===== config.mk =====
export PLATFORM = sky130hd
export DESIGN_NAME = spi_dac_fifo_tx
export DESIGN_NICKNAME = d
export VERILOG_FILES = /design/src/rtl/spi_dac_fifo_tx.sv
export SDC_FILE = /design/constraint.sdc
export NUM_CORES = 1
export LEC_CHECK = 0
export ABC_AREA = 1
export ABC_CLOCK_PERIOD_IN_PS = 5100
export CORE_ASPECT_RATIO = 1.2
export CORE_MARGIN = 2
export CORE_UTILIZATION = 55
export DETAILED_ROUTE_END_ITERATION = 10
export HOLD_SLACK_MARGIN = 0.08
export PLACE_DENSITY = 0.78
export SYNTH_ARGS = -nofsm -noshare
export SYNTH_HDL_FRONTEND = slang
export SYNTH_SLANG_ARGS = --single-unit

===== constraint.sdc =====
create_clock -name clk -period 5.1 [get_ports clk]
set_input_delay 0.51 -clock clk [delete_from_list [all_inputs] [get_ports clk]]
set_output_delay 0.51 -clock clk [all_outputs]
set_load 0.02 [all_outputs]

===== src/rtl/spi_dac_fifo_tx.sv =====
// Sample FIFO feeding a mode-0 SPI master for a DAC: one DATA_W-bit word per
// chip-select frame, MSB first, with a guaranteed cs_n high gap between frames.
module spi_dac_fifo_tx #(
    parameter int DATA_W     = 8,
    parameter int FIFO_DEPTH = 16,
    parameter int CLK_DIV    = 2,
    parameter int GAP_CYC    = 2
) (
    input  logic                          clk,
    input  logic                          rst_n,
    input  logic                          en,
    input  logic                          push,
    input  logic [DATA_W-1:0]             din,
    output logic                          full,
    output logic                          empty,
    output logic [$clog2(FIFO_DEPTH):0]   count,
    output logic                          overflow,
    output logic                          cs_n,
    output logic                          sclk,
    output logic                          mosi,
    output logic                          busy,
    output logic                          done
);
    localparam int PTR_W = $clog2(FIFO_DEPTH);
    localparam int CNT_W = PTR_W + 1;
    localparam int DIV_W = (CLK_DIV > 1) ? $clog2(CLK_DIV) : 1;
    localparam int GAP_W = (GAP_CYC > 2) ? $clog2(GAP_CYC - 1) : 1;
    localparam int BIT_W = (DATA_W > 1) ? $clog2(DATA_W) : 1;

    localparam logic [DIV_W-1:0] DIV_LAST = DIV_W'(CLK_DIV - 1);
    localparam logic [GAP_W-1:0] GAP_LAST = GAP_W'((GAP_CYC >= 2) ? GAP_CYC - 2 : 0);
    localparam logic [BIT_W-1:0] BIT_LAST = BIT_W'(DATA_W - 1);
    localparam logic [CNT_W-1:0] DEPTH    = CNT_W'(FIFO_DEPTH);

    typedef enum logic [2:0] {IDLE, SETUP, SHIFT_HI, SHIFT_LO, STOP, GAP} state_t;

    logic [DATA_W-1:0] mem [FIFO_DEPTH];
    logic [PTR_W-1:0]  wr_ptr_reg, rd_ptr_reg;
    logic [CNT_W-1:0]  count_reg, count_next;
    logic              full_reg, empty_reg, overflow_reg;
    logic              pop, push_ok;

    state_t            state_reg;
    logic [DATA_W-1:0] shift_reg;
    logic [DIV_W-1:0]  div_cnt_reg;
    logic [GAP_W-1:0]  gap_cnt_reg;
    logic [BIT_W-1:0]  bit_cnt_reg;
    logic              cs_n_reg, sclk_reg, mosi_reg, busy_reg, done_reg;

    // A pop frees a slot in the same cycle, so a push into a full FIFO is kept then.
    always_comb begin
        pop        = (state_reg == IDLE) && en && !empty_reg;
        push_ok    = push && (!full_reg || pop);
        count_next = count_reg;
        if (push_ok && !pop)
            count_next = count_reg + CNT_W'(1);
        else if (pop && !push_ok)
            count_next = count_reg - CNT_W'(1);
    end

    always_ff @(posedge clk) begin
        if (push_ok)
            mem[wr_ptr_reg] <= din;
    end

    always_ff @(posedge clk or negedge rst_n) begin
        if (!rst_n) begin
            wr_ptr_reg   <= '0;
            rd_ptr_reg   <= '0;
            count_reg    <= '0;
            full_reg     <= 1'b0;
            empty_reg    <= 1'b1;
            overflow_reg <= 1'b0;
        end else begin
            if (push_ok)
                wr_ptr_reg <= wr_ptr_reg + PTR_W'(1);
            if (pop)
                rd_ptr_reg <= rd_ptr_reg + PTR_W'(1);
            count_reg    <= count_next;
            full_reg     <= (count_next == DEPTH);
            empty_reg    <= (count_next == '0);
            overflow_reg <= push && full_reg && !pop;
        end
    end

    always_ff @(posedge clk or negedge rst_n) begin
        if (!rst_n) begin
            state_reg   <= IDLE;
            shift_reg   <= '0;
            div_cnt_reg <= '0;
            gap_cnt_reg <= '0;
            bit_cnt_reg <= '0;
            cs_n_reg    <= 1'b1;
            sclk_reg    <= 1'b0;
            mosi_reg    <= 1'b0;
            busy_reg    <= 1'b0;
            done_reg    <= 1'b0;
        end else begin
            done_reg <= 1'b0;
            case (state_reg)
                IDLE: begin
                    if (pop) begin
                        shift_reg   <= mem[rd_ptr_reg];
                        mosi_reg    <= mem[rd_ptr_reg][DATA_W-1];
                        cs_n_reg    <= 1'b0;
                        busy_reg    <= 1'b1;
                        div_cnt_reg <= '0;
                        bit_cnt_reg <= '0;
                        state_reg   <= SETUP;
                    end
                end
                SETUP: begin
                    if (div_cnt_reg == DIV_LAST) begin
                        div_cnt_reg <= '0;
                        sclk_reg    <= 1'b1;
                        state_reg   <= SHIFT_HI;
                    end else begin
                        div_cnt_reg <= div_cnt_reg + DIV_W'(1);
                    end
                end
                SHIFT_HI: begin
                    if (div_cnt_reg == DIV_LAST) begin
                        div_cnt_reg <= '0;
                        sclk_reg    <= 1'b0;
                        state_reg   <= SHIFT_LO;
                        // Falling edge advances mosi, except after the final bit.
                        if (bit_cnt_reg != BIT_LAST) begin
                            shift_reg <= {shift_reg[DATA_W-2:0], shift_reg[DATA_W-1]};
                            mosi_reg  <= shift_reg[DATA_W-2];
                        end
                    end else begin
                        div_cnt_reg <= div_cnt_reg + DIV_W'(1);
                    end
                end
                SHIFT_LO: begin
                    if (div_cnt_reg == DIV_LAST) begin
                        div_cnt_reg <= '0;
                        if (bit_cnt_reg == BIT_LAST) begin
                            cs_n_reg  <= 1'b1;
                            mosi_reg  <= 1'b0;
                            done_reg  <= 1'b1;
                            state_reg <= STOP;
                        end else begin
                            bit_cnt_reg <= bit_cnt_reg + BIT_W'(1);
                            sclk_reg    <= 1'b1;
                            state_reg   <= SHIFT_HI;
                        end
                    end else begin
                        div_cnt_reg <= div_cnt_reg + DIV_W'(1);
                    end
                end
                STOP: begin
                    gap_cnt_reg <= '0;
                    if (GAP_CYC > 1) begin
                        state_reg <= GAP;
                    end else begin
                        busy_reg  <= 1'b0;
                        state_reg <= IDLE;
                    end
                end
                GAP: begin
                    if (gap_cnt_reg == GAP_LAST) begin
                        busy_reg  <= 1'b0;
                        state_reg <= IDLE;
                    end else begin
                        gap_cnt_reg <= gap_cnt_reg + GAP_W'(1);
                    end
                end
                default: state_reg <= IDLE;
            endcase
        end
    end

    assign full     = full_reg;
    assign empty    = empty_reg;
    assign count    = count_reg;
    assign overflow = overflow_reg;
    assign cs_n     = cs_n_reg;
    assign sclk     = sclk_reg;
    assign mosi     = mosi_reg;
    assign busy     = busy_reg;
    assign done     = done_reg;
endmodule


==> impl_summary.log <==
INFO  metric synth_warnings = 0
INFO  metric crit_arrival = 2.95 ns
INFO  metric p_int = 0.00306 W
INFO  metric rsz0062_at_grt = no
INFO  metric coreArea = 12600 um2
INFO  metric placement.cell_area = 7420 um2
INFO  metric fp.dieW = 108 um
INFO  metric finalHoldWorstSlack = 0.187 ns
INFO  metric synth_compound_gate_area_share = 6.82%
INFO  metric p_sw = 0.00191 W
INFO  metric period_share = 51.6%
INFO  metric grt-ovfl-total = 0
INFO  metric maxSlewViolCount = 0
INFO  metric ioPinCount = 25
INFO  metric cts_buffers = 17
INFO  metric gpl.final_weighted_congestion = 0.887
INFO  metric crit_path_start_kind = register
INFO  metric maxCapViolCount = 0
INFO  metric port_buffers = 24
INFO  metric grt_antenna_before_repair = 0
INFO  metric ctsHtreeMaxLevel = 4
INFO  metric routed_wl = 16300 um
INFO  metric power_leakage = 3.09 nW
INFO  metric postSynthNetCount = 682
INFO  metric gate_count_after_technology_mapping = 661
INFO  metric grt_use_total = 24.7%
INFO  metric holdBufCountCts = 0
INFO  metric drive_gt1_share = 8.84%
INFO  metric mappedNetlistArea = 7100 um2
INFO  metric area_added_between_synthesis_and_finish = 13.5%
INFO  metric drt_first_pass_iters = 5
INFO  metric hold_viol = 0
INFO  metric worst_ir_drop_vdd = 0.000400 V
INFO  metric n_fill_cell = 944
INFO  metric yosys.cell_count.top_type = nor2_1
INFO  metric synth_top_cell_by_area = edfxtp_1
INFO  metric preCtsSetupSlack = 2.07 ns
INFO  metric swShare = 38.5%
INFO  metric clk_pin_slew_worst_paths = 0.07 ns
INFO  metric pin_count_of_the_biggest_net_entering_global_routing = 76
INFO  metric grt_pass1_wl = 25000 um
INFO  metric buffer_type_at_the_clock_tree_root = clkbuf_16
INFO  metric crit_required = 5.42 ns
INFO  metric final_net_count = 698
INFO  metric timing.final.crit_period = 2.63 ns
INFO  metric max_slew_margin = 40.4%
INFO  metric largest_register_ffs = 128
INFO  metric n_antenna_cell = 0
INFO  metric final_antenna_net_count = 0
INFO  metric fp.dieH = 129 um
INFO  metric synth_cell_type_count = 33
INFO  metric end_kind = register
INFO  metric placementRows = 45
INFO  metric synthSimpleGateAreaFrac = 19.3%
INFO  metric die_area = 13800 um2
INFO  metric post-synth-top-area-fraction = 54.1%
INFO  metric synth-async-reset-ratio = 22.0%
INFO  metric max-clock-path-buffers = 2
INFO  metric tritoncts_clock_tree = done
INFO  metric worst_r2r_endpoint = shift_reg[2]
INFO  metric synth_sequential_area_ratio = 66.8%
INFO  metric initial_utilization = 56.3%
INFO  metric combPwrFrac = 34.6%
INFO  metric layout_setup_ws = 2.47 ns
INFO  metric detail_route.wl_per_cell = 19.0 um
INFO  metric yosys-mux-area-fraction = 0%
INFO  metric worst_pin_slew = 0.891 ns
INFO  metric cts_setup_buffers = 0
INFO  metric synth-edff-count = 128
INFO  metric ff2ff_setup_slack = 2.47 ns
INFO  metric peak_clock_frequency_supported_by_timing = 380 MHz
INFO  metric min-delay-path-class = in -> async
INFO  metric r2r-start = rd_ptr_reg[0]
INFO  metric outcome = completed
INFO  metric post_synth_most_frequent_cells = 146 x nor2_1, 128 x edfxtp_1, 98 x nand2_1
INFO  metric place.detailed.hpwl = 10000 um
INFO  metric share_clk_of_total_power = 28.0%
INFO  metric share_seq_of_total_power = 37.5%
INFO  metric report.final.setup_viol = 0
INFO  metric yosys.area_share.xor_xnor = 1.36%
INFO  metric cts.repair.resized = 0
INFO  metric fin_setup_tns = 0 ns
INFO  metric post-route-drc-count = 0
INFO  metric reg2regPathDepth = 8
INFO  metric cts_num_sinks = 164
INFO  metric postSynthAreaPerCell = 10.7 um2
INFO  metric postSynthRegisterBits = 164
INFO  metric final.setup_skew = 0.00703 ns
INFO  metric synth_top_family_by_area = simple AND/OR/NAND/NOR gates
INFO  metric critical_path.max_fanout = 75
INFO  metric vias_in_the_first_global_route = 4772
INFO  metric clock_latency = 0.43 ns
INFO  metric critPathKind = reg -> reg
INFO  metric power.density_cell_area = 617 nW/um2
INFO  metric synth_fa_ha_area_share = 1.59%
INFO  metric post-route-cell-area = 8060 um2
INFO  metric dr_total_vias = 4940
INFO  metric ys_top_cells_by_area = edfxtp_1 54%, dfrtp_1 12%, nor2_1 7.7%, nand2_1 5.2%, nand3_1 4.2%
INFO  metric vias_per_cell = 5.78
INFO  metric drt-initial-drc-count = 476
INFO  metric synth_ff_type = edfxtp_1
worst max-delay path, stage by stage, from the launching register on:
cell      delay, ns
dfrtp_2        0.34
buf_4          0.58
inv_2          0.55
o21ai_0        0.46
o211ai_1       0.18
nand3_1        0.13
nand3_1        0.12
nand2_1        0.09
nand2_1        0.05
kinds of logic after synthesis:
kind of cell,after synthesis
flip-flops,164
AND/OR/NAND/NOR,322
buffers and inverters,69
adder cells (fa/ha/maj),9
AO/OA/AOI/OAI,86
XOR/XNOR,11
metal layers:
layer  share of wire (%)  global-route usage (%)  up-vias
met1                  39                    32.1     2328
met3                 8.1                    4.96       54
met4                 4.3                    14.0        0
met2                  49                    39.1      272
li1                    -                       -     2286
met5                   0                       0        -
cell usage in the layout (no fill, tap or decap), types with 2 or more instances in the layout:
cell	netlist	final
nor2b_1	2	2
ha_1	9	9
inv_1	29	29
o21ai_1	9	9
clkbuf_16	0	17
clkdlybuf4s50_1	0	23
o21ai_0	56	56
edfxtp_1	128	128
inv_6	0	5
inv_2	8	8
nor2_2	5	5
nand3_4	2	2
nor2_4	2	2
nor2_1	146	146
inv_8	0	2
bufinv_16	0	4
xor2_1	11	11
dfrtp_1	34	33
clkinv_1	2	3
nand3_1	59	59
nand4_1	3	3
dfstp_2	2	2
a21oi_1	4	4
o211ai_1	14	14
inv_4	2	2
nand2_1	98	98
clkinv_4	0	3
nand2_2	2	2
how the worst max path moves through the flow:
stage,start,endpoint,slack [ns],depth (start not counted)
after global placement,en,mem[1][1],2.21,9
after detailed placement,en,mem[5][6],2.07,9
after global routing,en,mem[1][6],2.34,9
after floorplan,en,mem[11][0],2.98,8
final,rd_ptr_reg[0],shift_reg[2],2.47,8
after CTS,rd_ptr_reg[0],shift_reg[2],2.51,8
stage by stage:
stage          util (%)  total power, W  std cells
4_1_cts            63.9         0.00496        854
2_1_floorplan         -         0.00310        661
3_5_place_dp       58.8         0.00357        822
3_3_place_gp       58.8         0.00351        822
5_1_grt            63.9         0.00523        854
6_report           63.9         0.00498        854
area by class of cell:
class | instances | area (um2) | area share [%]
clock inverters | 15 | 216 | 2.68
well taps | 164 | 205 | 2.54
multi-input cells | 428 | 2070 | 25.6
inverters | 41 | 159 | 1.97
clock buffers | 17 | 425 | 5.28
repair buffers | 25 | 243 | 3.01
flip-flops and latches | 164 | 4750 | 58.9
power groups by stage:
stage / Sequential (W) / Clock (W) / Combinational (W)
2_1_floorplan: 0.00184 / 0 / 0.00126
3_3_place_gp: 0.00187 / 0 / 0.00164
3_5_place_dp: 0.00188 / 0 / 0.00168
4_1_cts: 0.00186 / 0.00140 / 0.00171
5_1_grt: 0.00188 / 0.00145 / 0.00189
6_report: 0.00186 / 0.00139 / 0.00172
Power figures use the tool's default switching activity.
